===== config.mk =====
export PLATFORM = sky130hd
export DESIGN_NAME = interrupt_unit
export DESIGN_NICKNAME = d
export VERILOG_FILES = /design/src/rtl/int_pkg.sv /design/src/rtl/irq_sync_edge.sv /design/src/rtl/interrupt_unit.sv
export SDC_FILE = /design/constraint.sdc
export NUM_CORES = 1
export LEC_CHECK = 0
export ABC_AREA = 1
export CAP_MARGIN = 20
export CORE_UTILIZATION = 43
export CTS_CLUSTER_DIAMETER = 60
export CTS_CLUSTER_SIZE = 28
export DETAILED_ROUTE_END_ITERATION = 12
export PLACE_DENSITY_LB_ADDON = 0.2
export SLEW_MARGIN = 20
export SYNTH_ARGS = -nofsm -noshare
export SYNTH_HDL_FRONTEND = slang
export SYNTH_SLANG_ARGS = --single-unit

===== constraint.sdc =====
create_clock -name clk -period 0.95 [get_ports clk]
set_input_delay 0.19 -clock clk [delete_from_list [all_inputs] [get_ports clk]]
set_output_delay 0.19 -clock clk [all_outputs]
set_load 0.02 [all_outputs]

===== src/rtl/int_pkg.sv =====
// Shared definitions for the interrupt unit and the controller that consumes its outputs.
package int_pkg;

  localparam int unsigned N_IRQ_DEF   = 4;
  localparam int unsigned CAUSE_W_DEF = 2;
  localparam int unsigned GIE_BIT     = N_IRQ_DEF;

  // Encoding of the controller's INA qualifier on an acknowledge
  localparam logic INA_MASKABLE = 1'b1;
  localparam logic INA_NMI      = 1'b0;

  typedef enum logic [1:0] {
    IDLE         = 2'd0,
    INT_SVC      = 2'd1,
    NMI_SVC      = 2'd2,
    NMI_OVER_INT = 2'd3
  } state_t;

endpackage


===== src/rtl/irq_sync_edge.sv =====
// Two-flop synchronizer for an asynchronous request line followed by a rising-edge pulse.
module irq_sync_edge (
  input  logic clk,
  input  logic rst,
  input  logic raw,
  output logic rise_c
);

  logic meta;
  logic sync;
  logic hist;

  always_ff @(posedge clk or posedge rst) begin
    if (rst) begin
      meta <= 1'b0;
      sync <= 1'b0;
      hist <= 1'b0;
    end else begin
      meta <= raw;
      sync <= meta;
      hist <= sync;
    end
  end

  // One-cycle pulse on the first synchronized cycle of a high level
  assign rise_c = sync & ~hist;

endmodule


===== src/rtl/interrupt_unit.sv =====
// Interrupt front end for the multicycle MIPS controller: latches requests, applies mask/GIE,
// and tracks maskable and non-maskable service including NMI preemption.
module interrupt_unit
  import int_pkg::*;
#(
  parameter int unsigned N_IRQ   = N_IRQ_DEF,
  parameter int unsigned CAUSE_W = CAUSE_W_DEF
) (
  input  logic               clk,
  input  logic               rst,
  input  logic [N_IRQ-1:0]   irq,
  input  logic               nmi_pin,
  input  logic               cfg_we,
  input  logic [N_IRQ:0]     cfg_wdata,
  input  logic               ack,
  input  logic               ack_ina,
  input  logic               reti,
  output logic               INT,
  output logic               NMI,
  output logic               INTD,
  output logic [CAUSE_W-1:0] cause,
  output logic [N_IRQ:0]     cfg_rdata
);

  logic [N_IRQ-1:0]   irq_rise;
  logic               nmi_rise;
  logic [N_IRQ-1:0]   pending;
  logic [N_IRQ-1:0]   pending_nxt;
  logic [N_IRQ-1:0]   int_clr;
  logic [N_IRQ-1:0]   req;
  logic               nmi_pending;
  logic               nmi_pending_nxt;
  logic               nmi_clr;
  logic [N_IRQ:0]     cfg;
  logic [CAUSE_W-1:0] sel;
  logic [CAUSE_W-1:0] cause_nxt;
  state_t             state;
  state_t             state_ret;
  state_t             state_nxt;

  for (genvar g = 0; g < int'(N_IRQ); g++) begin : g_irq
    irq_sync_edge u_sync (
      .clk    (clk),
      .rst    (rst),
      .raw    (irq[g]),
      .rise_c (irq_rise[g])
    );
  end

  irq_sync_edge u_nmi_sync (
    .clk    (clk),
    .rst    (rst),
    .raw    (nmi_pin),
    .rise_c (nmi_rise)
  );

  assign req       = pending & cfg[N_IRQ-1:0];
  assign INT       = |req;
  assign NMI       = nmi_pending & (state != NMI_SVC) & (state != NMI_OVER_INT);
  assign INTD      = ~cfg[N_IRQ] | (state != IDLE);
  assign cfg_rdata = cfg;

  // Lowest set index wins
  always_comb begin
    sel = '0;
    for (int i = int'(N_IRQ) - 1; i >= 0; i--) begin
      if (req[i]) sel = CAUSE_W'(i);
    end
  end

  always_comb begin
    state_ret       = state;
    state_nxt       = state;
    int_clr         = '0;
    nmi_clr         = 1'b0;
    cause_nxt       = cause;

    // A return is applied before an acknowledge arriving on the same edge
    if (reti) begin
      case (state)
        INT_SVC:      state_ret = IDLE;
        NMI_SVC:      state_ret = IDLE;
        NMI_OVER_INT: state_ret = INT_SVC;
        default:      state_ret = state;
      endcase
    end
    state_nxt = state_ret;

    if (ack) begin
      case (state_ret)
        IDLE: begin
          if (ack_ina == INA_NMI && nmi_pending) begin
            nmi_clr   = 1'b1;
            state_nxt = NMI_SVC;
          end else if (ack_ina == INA_MASKABLE && INT) begin
            int_clr   = N_IRQ'(1) << sel;
            cause_nxt = sel;
            state_nxt = INT_SVC;
          end
        end
        INT_SVC: begin
          if (ack_ina == INA_NMI && nmi_pending) begin
            nmi_clr   = 1'b1;
            state_nxt = NMI_OVER_INT;
          end
        end
        default: state_nxt = state_ret;
      endcase
    end

    // New edges take priority over a same-cycle clear
    pending_nxt     = (pending & ~int_clr) | irq_rise;
    nmi_pending_nxt = (nmi_pending & ~nmi_clr) | nmi_rise;
  end

  always_ff @(posedge clk or posedge rst) begin
    if (rst) begin
      state       <= IDLE;
      pending     <= '0;
      nmi_pending <= 1'b0;
      cfg         <= '0;
      cause       <= '0;
    end else begin
      state       <= state_nxt;
      pending     <= pending_nxt;
      nmi_pending <= nmi_pending_nxt;
      cause       <= cause_nxt;
      if (cfg_we) cfg <= cfg_wdata;
    end
  end

endmodule


==> flow_summary_export.csv, run 1 <==
group,metric,value,unit
routing,ant_nets,0,
global_route,grt.total_usage,0.199,
floorplanning,start_util,0.477,
cells_and_area,drive_above_1_share,0.540,
worst_setup_path,path_class,"reg -> reg",
power_and_ir_drop,switching_share,0.306,
power_and_ir_drop,p_total,3.20,mW
cells_and_area,fin_nets,178,
power_and_ir_drop,power_density,1770,nW/um2
job,maxCapViolCount,0,
synthesis,synth_cells,97,
floorplanning,num_rows,17,
status,status,"complete, but fails checks",
power_and_ir_drop,peakVddDrop,1310,uV
power_and_ir_drop,internal-power,2.22,mW
clocking,cts_buffers,5,
timing,period_minus_slack,1.33,ns
clocking,clkLatencyLatePin,0.31,ns
floorplanning,ios,26,
global_route,gr-total-overflow,0,
timing,fmax,0.752,GHz
global_route,grt_max_degree,30,
placed_design,gp_congestion,0.769,
cells_and_area,final_core_util,0.785,
worst_setup_path,endpoint_kind,"register",
global_route,grt_pass1_vias,892,
synthesis,syn-cell-area,1100,um2
routing,vias_per_cell,4.86,
clocking,numClockSinks,29,
routing,drt-total-wl,2550,um
floorplanning,die-area,2750,um2
timing,maxSlewHeadroom,0.801,
routing,via_count,928,
timing,tightestPinTransition,0.298,ns
synthesis,yosys_warnings,0,
timing,fin_skew,0.00726,ns
cells_and_area,syn_to_final_growth,64.6,%
power_and_ir_drop,p_seq_frac,0.451,
power_and_ir_drop,p_leak,0.900,nW
worst_setup_path,startpoint,"state[1]",
synthesis,synth.distinct_cells,18,
clocking,cts_root_buffer,"clkbuf_4",
timing,rsz0062_at_grt,"true",
clocking,htreeDepth,2,
worst_setup_path,r2r_start,"state[1]",
timing,hold_viol,0,
placed_design,dp_slack,-0.465,ns
power_and_ir_drop,power.share.clock,0.217,
routing,wire_per_inst,13.3,um
worst_setup_path,critPathRequiredTime,1.15,ns
global_route,grt_pass1_wl,3780,um
status,violations,"setup timing",
floorplanning,fp.dieW,52.5,um
floorplanning,die_y,52.5,um
synthesis,synth-seq-area-share,0.662,
timing,fin_crit_sh,1.40,
timing,setup_viol,22,
synthesis,avgSynthCellArea,11.3,um2
worst_setup_path,worst_setup_path_start_kind,"register",
synthesis,ys_seq_elements,29,
clocking,cts.path.max_buffers,2,
timing,fin_ws,-0.381,ns
routing,drc,0,
placed_design,dp_hpwl,1610,um
global_route,antenna_found_initial,0,
clocking,tritoncts,"built",
timing,maxSlewViolCount,0,
hold_path,hp-class,"in -> async",
worst_setup_path,cp_data_arrival_time,1.54,ns
routing,first_pass_iters,4,
power_and_ir_drop,combPwrFrac,0.332,
routing,drtIter0Drc,8,
floorplanning,core-area,2300,um2
placed_design,io_buffers,25,
synthesis,synth_nets,113,
power_and_ir_drop,switching_power,980,uW
cells_and_area,n_antenna_cell,0,
worst_setup_path,crit_fanout,3,
clocking,path_clk_slew,0.09,ns
[timing repair]
action / in CTS / in global routing
hold buffers: 0 / 0
gates resized for setup: 73 / 12
setup buffers: 6 / 4
endpoints found under the setup margin: 24 / 21
pin swaps: 9 / 6
[metal layers]
layer / global-route usage / share of wire / vias to the layer above
met5: 0 / 0 / -
met4: 0.0965 / 0.033 / 0
met3: 0.0522 / 0.036 / 8
met2: 0.344 / 0.53 / 26
met1: 0.225 / 0.40 / 461
li1: - / - / 433
[state kept, by name, indices dropped and copies added, names as in the netlist]
register	flops
cause	2
cfg_rdata	5
g_irq.u_sync.hist	4
g_irq.u_sync.meta	4
g_irq.u_sync.sync	4
nmi_pending	1
pending	4
state	2
u_nmi_sync.hist	1
u_nmi_sync.meta	1
u_nmi_sync.sync	1
[Yosys cell counts (all sizes together)]
cell	n	area [um2]
a21oi	1	8.76
a31o	1	8.76
dfrtp	29	726
inv	17	63.8
mux2	5	56.3
nand2	25	111
nand3	3	27.5
nand4	3	18.8
nor2	5	26.3
nor3	1	5.00
o21ai	6	37.5
o22ai	1	6.26
[worst max-delay path, cell delays in order (launching register included)]
cell	delay, ns
dfrtp_1	0.44
inv_2	0.09
buf_6	0.10
a21oi_4	0.05
buf_4	0.14
nor2_2	0.12
nand4_1	0.14
nand2_1	0.09
nand2_1	0.05
[cell usage in the layout, fill, tap and decap left out]
| cell type | netlist | final |
|---|---|---|
| inv_1 | 16 | 12 |
| dfrtp_1 | 29 | 25 |
| nand3_1 | 2 | 1 |
| nand2_4 | 0 | 4 |
| o22ai_2 | 0 | 1 |
| dfrtp_2 | 0 | 4 |
| nand3_2 | 0 | 1 |
| clkinv_2 | 0 | 2 |
| o21ai_1 | 2 | 3 |
| inv_2 | 1 | 5 |
| a21oi_4 | 0 | 1 |
| clkbuf_4 | 0 | 5 |
| clkinvlp_4 | 0 | 1 |
| nor2_1 | 4 | 2 |
| nand3_4 | 1 | 1 |
| nor2_4 | 1 | 1 |
| nor2_2 | 0 | 2 |
| nand4_1 | 3 | 3 |
| mux2_2 | 5 | 5 |
| o21ai_2 | 2 | 3 |
| buf_12 | 0 | 1 |
| buf_6 | 0 | 16 |
| nor3_4 | 0 | 1 |
| clkdlybuf4s50_1 | 0 | 14 |
| nand2_2 | 7 | 7 |
| dlygate4sd2_1 | 0 | 1 |
| a31o_2 | 1 | 1 |
| buf_4 | 0 | 26 |
| nand2_1 | 18 | 14 |
[stage by stage]
| stage | cells | cell area (um2) | hold slack, ns | setup TNS (ns) |
|---|---|---|---|---|
| after floorplan | 97 | 1120 | 0.221 | -0.728 |
| after global placement | 175 | 1600 | 0.335 | -7.62 |
| after detailed placement | 175 | 1600 | 0.337 | -8.07 |
| after CTS | 188 | 1740 | 0.190 | -4.50 |
| after global routing | 191 | 1800 | 0.223 | -5.79 |
| final | 191 | 1800 | 0.211 | -4.87 |
[power by group through the flow]
| stage | Clock (mW) | Sequential [mW] | Combinational (mW) |
|---|---|---|---|
| after floorplan | 0 | 1.51 | 0.315 |
| after global placement | 0 | 1.44 | 0.864 |
| after detailed placement | 0 | 1.45 | 0.882 |
| after CTS | 0.731 | 1.44 | 0.966 |
| after global routing | 0.788 | 1.46 | 1.14 |
| final | 0.694 | 1.44 | 1.06 |
[layout make-up]
| class | instances | area, um2 |
|---|---|---|
| fillers | 119 | 493 |
| clock inverters | 3 | 17.5 |
| inverters | 17 | 63.8 |
| repair buffers | 58 | 544 |
| flip-flops and latches | 29 | 731 |
| multi-input cells | 51 | 375 |
| clock buffers | 5 | 37.5 |
| well taps | 28 | 35.0 |
[cell families after synthesis]
| kind of cell | share of synthesized area |
|---|---|
| AND/OR/NAND/NOR | 0.172 |
| flip-flops | 0.662 |
| buffers and inverters | 0.0582 |
| AO/OA/AOI/OAI | 0.0559 |
| multiplexers | 0.0514 |
[path summary, 6_finish.rpt]
path	to	cells past startpoint	slack (ns)
max	pending[2]	8	-0.38
min	cfg_rdata[0]	3	0.21
max reg2reg	pending[2]	8	-0.38
min reg2reg	u_nmi_sync.sync	0	0.36
max in group asynchronous	cfg_rdata[1]	3	0.57
min in group clk	u_nmi_sync.meta	1	0.31
(Power assumes the default switching activity.)
==> inputs of run 2 (changes only) <==
Settings changed: ABC_AREA 1 to unset, CORE_UTILIZATION 43 to 42.
==> run 2 against run 1 <==
Effect of this change:
- non-clock buffer count down 5
- via count down 4.4%
- global-route usage up 1.0 points
- the flow still finishes with violations (setup timing)
- critical endpoint is now INT
- clock-buffer cell count up 3
- total power about the same
- sequential share of layout area up 1.0 points
- cell count down 11%
- hold slack worse by 0.012 ns
- cell area down 2.5%
- first-iteration DRC count up 75%
==> flow_summary_export.csv, run 2 <==
group,metric,value,unit
status,status,"complete, but fails checks",
status,violations,"setup timing",
worst_setup_path,cp_data_arrival_time,1.24,ns
cells_and_area,final_common_cell,"dfrtp_1",
routing,wire_per_inst,15.5,um
synthesis,synth.area.top_cells,"dfrtp_1, mux2_2, o21ai_0",
worst_setup_path,worst_setup_path_start_kind,"register",
power_and_ir_drop,internal-power,2.26,mW
synthesis,synth_cells,81,
synthesis,synth_nets,97,
synthesis,synth_top_family_by_area,"compound AO/OA/AOI/OAI gates",
routing,vias_per_cell,5.22,
floorplanning,die_y,52.1,um
worst_setup_path,crit_fanout,3,
clocking,clkLatencyLatePin,0.32,ns
global_route,grt_max_degree,30,
clocking,cts_root_buffer,"clkbuf_4",
cells_and_area,final_cell_mix,"dfrtp_1, buf_6, buf_4, clkdlybuf4s50_1, inv_1",
floorplanning,die-area,2710,um2
synthesis,synth_edf_count,0,
routing,drc,0,
job,maxCapViolCount,0,
routing,via_count,887,
clocking,cts.path.max_buffers,2,
placed_design,gp_congestion,0.831,
routing,drt-total-wl,2640,um
synthesis,synth_mux_area_frac,0.0535,
floorplanning,core-area,2280,um2
timing,tns,-5.67,ns
synthesis,synth_top_area_share,0.690,
clocking,tritoncts,"built",
synthesis,synth_xor_area_frac,0,
power_and_ir_drop,power_density,1820,nW/um2
synthesis,synth-seq-area-share,0.690,
power_and_ir_drop,power.share.clock,0.237,
worst_setup_path,cp_cell_sequence,"a22oi_2 > nand2_1 > buf_6",
synthesis,synthAdderAreaFrac,0.0107,
timing,hold_viol,0,
worst_setup_path,path_class,"reg -> out",
synthesis,synth_commonest_cells,"dfrtp_1, inv_1, nand2_1, o21ai_0, mux2_2",
synthesis,synth_compound_area_frac,0.140,
global_route,grt_pass1_vias,881,
synthesis,yosysMostFrequentCell,"dfrtp_1",
placed_design,io_buffers,25,
placed_design,dp_hpwl,1370,um
cells_and_area,fin_nets,157,
placed_design,dp_slack,-0.634,ns
timing,rsz0062_at_grt,"true",
cells_and_area,n_antenna_cell,0,
worst_setup_path,crit_family,"flip-flops",
power_and_ir_drop,combPwrFrac,0.312,
synthesis,avgSynthCellArea,13.0,um2
routing,drtIter0Drc,14,
timing,fin_crit_sh,1.50,
placed_design,placed_cell_area,1490,um2
worst_setup_path,crit_path_max_incr_delay,0.40,ns
placed_design,placedCellCount,150,
floorplanning,ios,26,
cells_and_area,largest_reg_flops,5,
synthesis,synth.distinct_cells,22,
global_route,antenna_found_initial,0,
synthesis,synth_flop_cell,"dfrtp_1",
synthesis,synth-simple-area-share,0.0773,
clocking,htreeDepth,2,
timing,setup_viol,20,
power_and_ir_drop,peakVddDrop,1560,uV
timing,fmax,0.701,GHz
cells_and_area,syn_to_final_growth,67.2,%
clocking,cts_buffers,5,
power_and_ir_drop,switching_power,937,uW
routing,first_pass_iters,4,
timing,maxSlewViolCount,0,
worst_setup_path,endpoint_kind,"output port",
timing,period_minus_slack,1.43,ns
global_route,grt.total_usage,0.209,
cells_and_area,drive_above_1_share,0.493,
routing,ant_nets,0,
global_route,grt_pass1_wl,3840,um
worst_setup_path,worst_path_max_delay_cell,"dfrtp_1",
timing,maxSlewHeadroom,0.815,
cells_and_area,stdcell_count,170,
power_and_ir_drop,p_leak,0.806,nW
cells_and_area,fill_cells,134,
synthesis,ys_async_sr_fraction,1.00,
synthesis,ys_seq_elements,29,
clocking,cts_hold_buffers,0,
cells_and_area,final_cell_area,1760,um2
hold_path,hp-class,"in -> async",
clocking,path_clk_slew,0.09,ns
synthesis,synth_largest_area_cell,"dfrtp_1",
timing,tightestPinTransition,0.274,ns
clocking,numClockSinks,29,
synthesis,yosys_warnings,0,
floorplanning,fp.dieW,52.1,um
power_and_ir_drop,switching_share,0.293,
timing,fin_skew,0.0121,ns
floorplanning,num_rows,17,
global_route,gr-total-overflow,0,
power_and_ir_drop,p_seq_frac,0.451,
synthesis,syn-cell-area,1050,um2
worst_setup_path,critPathRequiredTime,0.76,ns
floorplanning,start_util,0.462,
timing,fin_ws,-0.476,ns
worst_setup_path,path_buf_inv,1,
## run 2: final cells by class
cell class / count / area, um2 / area share
sequential: 29 / 731 / 0.415
clock buffer: 8 / 58.8 / 0.0334
multi-input combinational: 44 / 387 / 0.220
tap: 28 / 35.0 / 0.0199
inverter: 8 / 30.0 / 0.0171
timing repair buffer: 53 / 518 / 0.294
## run 2: per-layer routing
metal | part of all wire | vias up | track usage
li1 | - | 405 | -
met1 | 0.40 | 437 | 0.225
met2 | 0.50 | 33 | 0.359
met3 | 0.054 | 12 | 0.0789
met4 | 0.044 | 0 | 0.0946
met5 | 0 | - | 0
## run 2: kinds of logic (layout without fill, tap and decap cells)
kind of cell | count (synthesis) | after routing
buf+inv | 8 | 69
mux | 5 | 5
compound gates | 21 | 21
simple gates | 17 | 17
fa+ha+maj | 1 | 1
flops | 29 | 29
## run 2: stage by stage
step	total power, mW	util	hold slack, ns
finish	3.20	0.773	0.199
global route	3.34	0.773	0.240
CTS	3.06	0.737	0.200
detailed placement	2.14	0.653	0.338
global placement	2.12	0.653	0.334
floorplan	1.77	-	0.221
## run 2: final timing paths
path / from / endpoint / slack [ns] / cells past startpoint
setup / recovery: pending[2] / INT / -0.48 / 3
hold / removal: rst / pending[3] / 0.20 / 3
setup reg to reg: pending[2] / state[0] / -0.47 / 6
hold reg to reg: u_nmi_sync.meta / u_nmi_sync.sync / 0.35 / 0
max in group asynchronous: rst / cfg_rdata[1] / 0.58 / 3
min in group clk: irq[3] / g_irq[3].u_sync.meta / 0.30 / 1
## run 2: what timing repair did
| action | 4_1_cts | 5_1_grt |
|---|---|---|
| resized for setup | 82 | 13 |
| setup buffers | 8 | 5 |
| setup endpoints to repair | 23 | 20 |
| pin swaps | 13 | 8 |
## run 2: worst min-delay path, stage by stage
cell and delay, ns:
clkdlybuf4s50_1 0.40, inv_1 0.09, buf_12 0.20
## run 2: power groups by stage
stage	combinational (mW)	clock [mW]	sequential [mW]
detailed placement	0.684	0	1.45
global route	1.06	0.824	1.46
finish	0.998	0.760	1.44
floorplan	0.249	0	1.52
CTS	0.848	0.779	1.43
global placement	0.671	0	1.45
